$ cat config.mk
export PLATFORM = sky130hd
export DESIGN_NAME = jtag_dma_engine
export DESIGN_NICKNAME = d
export VERILOG_FILES = /design/src/rtl/jtag_dma_pkg.sv /design/src/rtl/jtag_dma_engine.sv
export SDC_FILE = /design/constraint.sdc
export NUM_CORES = 1
export LEC_CHECK = 0
export ABC_AREA = 1
export CAP_MARGIN = 20
export CORE_ASPECT_RATIO = 0.7
export CORE_UTILIZATION = 39
export CTS_CLUSTER_SIZE = 25
export DETAILED_ROUTE_END_ITERATION = 8
export HOLD_SLACK_MARGIN = 0.05
export MAX_ROUTING_LAYER = met4
export PLACE_DENSITY = 0.83
export SYNTH_ARGS = -nofsm -noshare
export SYNTH_HDL_FRONTEND = slang
export SYNTH_SLANG_ARGS = --single-unit
$ cat constraint.sdc
create_clock -name clock -period 2 [get_ports clock]
set_input_delay 0.2 -clock clock [delete_from_list [all_inputs] [get_ports clock]]
set_output_delay 0.2 -clock clock [all_outputs]
set_load 0.02 [all_outputs]
$ cat src/rtl/jtag_dma_pkg.sv
// Shared definitions for the JTAG DMA engine: FSM state encoding and burst limits.
package jtag_dma_pkg;

  localparam int MAX_BURST = 256;
  localparam int IDX_W     = $clog2(MAX_BURST);

  typedef enum logic [2:0] {
    ST_IDLE,
    ST_REQ,
    ST_BEGIN,
    ST_WDATA,
    ST_WEND,
    ST_RDATA,
    ST_DONE
  } dma_state_e;

  // States in which a bus error aborts the burst.
  function automatic logic is_bus_phase(dma_state_e s);
    return (s == ST_REQ) || (s == ST_BEGIN) || (s == ST_WDATA) || (s == ST_RDATA);
  endfunction

endpackage

$ cat src/rtl/jtag_dma_engine.sv
// Bus-master DMA stage: moves one burst between the ping-pong buffer and the system bus,
// and tells the JTAG controller when the buffer banks may be swapped.
module jtag_dma_engine
  import jtag_dma_pkg::*;
#(
  parameter int ADDR_W = 9
) (
  input  logic              clock,
  input  logic              reset,
  input  logic [31:0]       dma_address,
  input  logic [3:0]        dma_byte_enable,
  input  logic [7:0]        dma_burst_size,
  input  logic              dma_data_ready,
  input  logic              dma_readReady,
  output logic              switch_ready,
  output logic              dma_busy,
  output logic              dma_done,
  output logic              dma_error,
  output logic [ADDR_W-1:0] buf_address,
  output logic              buf_writeEnable,
  output logic [31:0]       buf_dataIn,
  input  logic [31:0]       buf_dataOut,
  output logic              requestTransaction,
  input  logic              transactionGranted,
  output logic              beginTransactionOut,
  output logic [31:0]       addressDataOut,
  output logic [3:0]        byteEnablesOut,
  output logic [7:0]        burstSizeOut,
  output logic              readNotWriteOut,
  output logic              dataValidOut,
  output logic              endTransactionOut,
  input  logic              busyIn,
  input  logic [31:0]       addressDataIn,
  input  logic              dataValidIn,
  input  logic              endTransactionIn,
  input  logic              errorIn
);

  dma_state_e       state_q, state_d;
  logic [31:0]      addr_q, addr_d;
  logic [3:0]       be_q, be_d;
  logic [7:0]       size_q, size_d;
  logic             rnw_q, rnw_d;
  logic [IDX_W-1:0] idx_q, idx_d;
  logic             rd_full_q, rd_full_d;
  logic             error_q, error_d;

  logic switch_ready_q, switch_ready_d;
  logic busy_q, busy_d;
  logic req_q, req_d;
  logic begin_q, begin_d;
  logic dvo_q, dvo_d;
  logic wend_q, wend_d;
  logic done_q, done_d;

  logic              rd_we;
  logic [ADDR_W-1:0] idx_ext;

  // rd_full_q marks that word burst_size has landed, so idx never has to count past 255.
  assign rd_we   = (state_q == ST_RDATA) && dataValidIn && !rd_full_q;
  assign idx_ext = ADDR_W'(idx_q);

  always_comb begin
    state_d   = state_q;
    addr_d    = addr_q;
    be_d      = be_q;
    size_d    = size_q;
    rnw_d     = rnw_q;
    idx_d     = idx_q;
    rd_full_d = rd_full_q;
    error_d   = error_q;

    case (state_q)
      ST_IDLE: begin
        if (dma_data_ready || dma_readReady) begin
          addr_d    = dma_address;
          be_d      = dma_byte_enable;
          size_d    = dma_burst_size;
          rnw_d     = !dma_data_ready;
          idx_d     = '0;
          rd_full_d = 1'b0;
          error_d   = 1'b0;
          state_d   = ST_REQ;
        end
      end
      ST_REQ: begin
        if (transactionGranted) state_d = ST_BEGIN;
      end
      ST_BEGIN: begin
        state_d = rnw_q ? ST_RDATA : ST_WDATA;
      end
      ST_WDATA: begin
        if (!busyIn) begin
          if (idx_q == size_q) state_d = ST_WEND;
          else                 idx_d   = idx_q + 1'b1;
        end
      end
      ST_WEND: begin
        state_d = ST_DONE;
      end
      ST_RDATA: begin
        if (rd_we) begin
          if (idx_q == size_q) rd_full_d = 1'b1;
          else                 idx_d     = idx_q + 1'b1;
        end
        if (endTransactionIn) state_d = ST_DONE;
      end
      ST_DONE: begin
        idx_d   = '0;
        state_d = ST_IDLE;
      end
      default: state_d = ST_IDLE;
    endcase

    if (is_bus_phase(state_q) && errorIn) begin
      error_d = 1'b1;
      state_d = ST_DONE;
    end

    switch_ready_d = (state_d == ST_IDLE);
    busy_d         = (state_d != ST_IDLE);
    req_d          = (state_d == ST_REQ) || (state_d == ST_BEGIN);
    begin_d        = (state_d == ST_BEGIN);
    dvo_d          = (state_d == ST_WDATA);
    wend_d         = (state_d == ST_WEND);
    done_d         = (state_d == ST_DONE);
  end

  always_ff @(posedge clock or posedge reset) begin
    if (reset) begin
      state_q        <= ST_IDLE;
      addr_q         <= '0;
      be_q           <= '0;
      size_q         <= '0;
      rnw_q          <= 1'b0;
      idx_q          <= '0;
      rd_full_q      <= 1'b0;
      error_q        <= 1'b0;
      switch_ready_q <= 1'b1;
      busy_q         <= 1'b0;
      req_q          <= 1'b0;
      begin_q        <= 1'b0;
      dvo_q          <= 1'b0;
      wend_q         <= 1'b0;
      done_q         <= 1'b0;
    end else begin
      state_q        <= state_d;
      addr_q         <= addr_d;
      be_q           <= be_d;
      size_q         <= size_d;
      rnw_q          <= rnw_d;
      idx_q          <= idx_d;
      rd_full_q      <= rd_full_d;
      error_q        <= error_d;
      switch_ready_q <= switch_ready_d;
      busy_q         <= busy_d;
      req_q          <= req_d;
      begin_q        <= begin_d;
      dvo_q          <= dvo_d;
      wend_q         <= wend_d;
      done_q         <= done_d;
    end
  end

  // The buffer has one cycle of read latency, so in WDATA the address already points
  // at the word that will be shown next cycle: idx+1 on accept, idx while stalled.
  always_comb begin
    buf_address = '0;
    if (state_q == ST_WDATA)      buf_address = busyIn ? idx_ext : idx_ext + ADDR_W'(1);
    else if (state_q == ST_RDATA) buf_address = idx_ext;
  end

  assign buf_writeEnable     = rd_we;
  assign buf_dataIn          = rd_we ? addressDataIn : 32'h0;

  assign switch_ready        = switch_ready_q;
  assign dma_busy            = busy_q;
  assign dma_done            = done_q;
  assign dma_error           = error_q;
  assign requestTransaction  = req_q;
  assign beginTransactionOut = begin_q;
  assign dataValidOut        = dvo_q;
  assign endTransactionOut   = wend_q;

  assign addressDataOut  = begin_q ? addr_q : (dvo_q ? buf_dataOut : 32'h0);
  assign byteEnablesOut  = begin_q ? be_q   : 4'h0;
  assign burstSizeOut    = begin_q ? size_q : 8'h0;
  assign readNotWriteOut = begin_q & rnw_q;

endmodule

# Word level (Yosys, flattened, before mapping)
# Index checks and enable logic that the tools add are counted.
# W data, S select, Z words.
# op_classes
n_addsub	2
eq_ne	16
muxes	27
n_bitwise	1
n_reduce_logical	21
# ops
cell	n
$mux W32	3
$mux W8	6
$pmux W8 S4	1
$mux W3	7
$mux W9	2
$pmux W3 S6	1
$eq A3 B3 Y1 const B	5
$eq A3 B2 Y1 const B	4
$add A8 B1 Y9 const B	1
$add A8 B1 Y8 const B	1
$eq A8 B8 Y1	1
$reduce_and A4 Y1	2
$eq A3 B1 Y1 const B	2
$logic_not A3 Y1	2
$ne A2 B2 Y1 const B	3
$reduce_bool A2 Y1	3
$logic_or A1 B1 Y1	5
$mux W1	5
$mux W4	1
$reduce_and A2 Y1	2
$reduce_bool A4 Y1	1
$logic_and A1 B1 Y1	3
$reduce_bool A3 Y1	1
$logic_not A1 Y1	2
3 further kinds	3
# totals
ff_bits	65
in_bits	117
out_inout_bits	95
elab_cells	82

# Depth between registers and ports, before layout
# logic_depth
depth_word	8
depth_mapped	12
depth_no_buf	11

# Worst setup path after synthesis
# Ideal clock, no wire load.
# synth_timing
path_type	register to output
startpoint	register idx_q[0]
endpoint	output port buf_address[8]
arrival_time_ns	1.473
t_required_ns	1.800
path_slack_ns	0.327
path_stages_with_launch	6
path_buffers	0
cell_sequence	dfrtp_1 > ha_1 > nand3_1 > nor3_1 > nand2_1 > nor3_1
# synth_between
elab_chain_len	3
# synth_lines
item	line	text
start: declaration	jtag_dma_engine.sv:44	logic [IDX_W-1:0] idx_q, idx_d;
start signal: assignment	jtag_dma_engine.sv:152	idx_q <= idx_d;
$add A8 B1 Y9	jtag_dma_engine.sv:169	if (state_q == ST_WDATA) buf_address = busyIn ? idx_ext : idx_ext + ADDR_W'(1);
$mux W9 (2 in series)	jtag_dma_engine.sv:169	
end: declaration	jtag_dma_engine.sv:19	output logic [ADDR_W-1:0] buf_address,
# No other way between the ends.

# Worst setup path in the final report
# layout_timing
startpoint	register idx_q[1]
endpoint	output port buf_address[6]
# The elaborated chain is that of the path after synthesis.

==> results.ini <==
[sta]
setup_violations=0
finalCritPeriodShare=0.982
whs_ps=276
hold_viol=0
final.setup.tns_ps=0
min_period_ps=1960
final-max-slew-violation-count=0
skew_ps=7.05
grt_setup_unrepaired=true
max_freq_mhz=509
worst_pin_slew_ps=335
slew_headroom=0.777

[floorplan]
die_h_um=84.6
rows=29
die-area_sq_mm=0.0102
io_pins=212
core_area_sq_mm=0.00925
fp.dieW_um=120
start_util=0.411

[critical_path]
slowest_delay_ps=360
path_delay_family=simple AND/OR/NAND/NOR gates
end_kind=output pin
critPathLaunchType=register
r2r_cells=13
path_cells=ha_1 -> nand3_1 -> nor3_2 -> xor2_1 -> nand2_1 -> o21ai_0 -> clkbuf_2
reg2reg_slack_ps=150
crit_type=reg -> out
critPathBufInv=1
arrival_ps=1760
cp_slowest_cell=dfrtp_1
timing.rr.end=requestTransaction
crit_fanout=2
r2r-start=idx_q[1]
cp.required_ps=1800

[synthesis]
synthesis.area_sq_mm=0.00380
avgSynthCellArea_sq_um=6.86
synth_cells=554
synthesis.nets=672
ys_seq_area_frac=0.428
synth.area.top_cells=dfrtp_1 42%, nand2_1 18%, inv_1 9.3%
yosysUniqueCellTypes=31
synth_top_area_frac=0.421
synth-seq-cells=65
ys_warn_count=0
yosysTopAreaCell=dfrtp_1

[global_routing]
grt_pass1_vias=4208
grt_overflow=0
grt_usage=0.245
grt_pass1_wl_um=19500
antenna_found_initial=0
grt_max_degree=66

[detailed_routing]
wl_met3_um=889
drt-met1-wl_um=5280
drt-wirelength-per-cell_um=13.0
route.detailed.drc=0
via_per_inst=4.73
ant_nets=0
routed-wl-met2_um=5560
maxUsedRoutingLayer=met4
dr.pass1.iters=4
vias=4317
wl_um=11900
drt_iter0_drc=169

[finish]
final_util=0.688
fillers=766
syn_to_final_growth_pct=67.5
final_common_cell=nand2_1
post-route-cell-area_sq_mm=0.00637
diodes=0
final_cell_mix=185 x nand2_1, 136 x clkdlybuf4s50_1, 92 x inv_1
final_layout_size_suffix_gt1_frac=0.151
finalNetCount=901

[clocking]
htreeDepth=3
cts_buffers=9
cts.sinks=65
tritoncts=done
cts_root_buffer=clkbuf_16
clockBufferDepth=2
clk_latency_ps=310
clk_pin_slew_worst_paths_ps=50

[power_and_ir_drop]
powerDensity_mw_per_mm2=1160
p_leak_nw=3.58
vdd_ir_drop_max_v=0.000725

[status]
status=finished, final reports clean

[worst_hold_path]
hp-class=in -> async

[job]
drv_cap=0

[place]
placed_area_sq_mm=0.00619
io_buffers=211
place.gp.congestion=0.904
dpl.hpwl_um=8990

cell usage after synthesis:
library cell  instances
a21oi_1               3
a21oi_2               1
a22o_1                1
buf_1                 3
buf_2                 2
buf_4                 5
buf_6                 3
clkbuf_1             13
dfrtp_1              64
dfstp_2               1
ha_1                  1
inv_1                94
inv_2                 4
nand2_1             185
nand2_2               3
nand2_4               1
nand3_1              41
nand3_2               4
nand4_1               3
nand4_2               1
nor2_1               48
nor2_4                2
nor3_1                4
nor3_2                2
o21ai_0              33
o21ai_1              15
o21ai_2               4
o22ai_1               4
or2_2                 1
xnor2_1               4
xor2_1                4
logic make-up after synthesis:
family	count (synthesis)	synth area share
simple gates	295	0.329
flops	65	0.428
compound gates	61	0.0875
buf+inv	124	0.134
xor+xnor	8	0.0184
fa+ha+maj	1	0.00329
where the power goes:
| part | internal (mW) | total, mW | switching [mW] |
|---|---|---|---|
| Combinational | 1.54 | 3.83 | 2.29 |
| Sequential | 1.88 | 2.18 | 0.307 |
| Clock | 0.872 | 1.39 | 0.522 |
| Total | 4.29 | 7.40 | 3.12 |
through the flow:
step	std cells	power, mW	setup slack [ps]
after CTS	910	7.47	-45.6
after global placement	890	6.02	-53.0
after floorplan	554	4.57	175
after global routing	912	8.01	-56.0
after detailed placement	890	6.14	-86.3
final	912	7.40	35.8
state kept, by name, summed over array words and instances, names as in the netlist, 3 cells and up:
name and flops:
idx_q 8, size_q 8, addr_q 32, be_q 4
state_q 3
timing repair:
action | in CTS | in global routing
hold buffers | 0 | 0
setup endpoints to repair | 59 | 59
buffers inserted | 4 | 2
resized for setup | 92 | 88
pin swaps | 1 | 4
worst max path at each step:
stage | slack (ps) | cells past startpoint | startpoint | endpoint
after floorplan | 180 | 1 | reset | addr_q[0]
after global placement | -50 | 8 | busyIn | buf_address[1]
final | 40 | 7 | idx_q[1] | buf_address[6]
after CTS | -50 | 7 | idx_q[0] | buf_address[6]
after global routing | -60 | 7 | idx_q[1] | buf_address[6]
after detailed placement | -90 | 7 | idx_q[0] | buf_address[6]
area by class of cell:
cell class	count	area, sq um	area share
Inverter	98	368	0.0578
Clock inverter	4	28.8	0.00452
Timing Repair Buffer	244	2240	0.353
Multi-Input combinational cell	365	1700	0.266
Sequential cell	65	1630	0.256
Tap cell	124	155	0.0244
Clock buffer	12	246	0.0387
worst register-to-register path: stages, from the launching register on:
cell,delay [ps]
dfrtp_1,390
buf_6,130
buf_4,120
inv_1,70
nand2_1,50
nand2_1,50
nand2_1,50
nor2_1,180
nand2_1,140
nand2_2,130
nand3_2,140
nand2_2,140
nand3_1,100
nand2_1,90
routing by layer:
| metal | vias up | GRT usage |
|---|---|---|
| met5 | - | - |
| met4 | 0 | 0.0648 |
| met3 | 14 | 0.0557 |
| met2 | 178 | 0.391 |
| met1 | 1987 | 0.314 |
| li1 | 2138 | - |
Power figures use the tool's default switching activity.
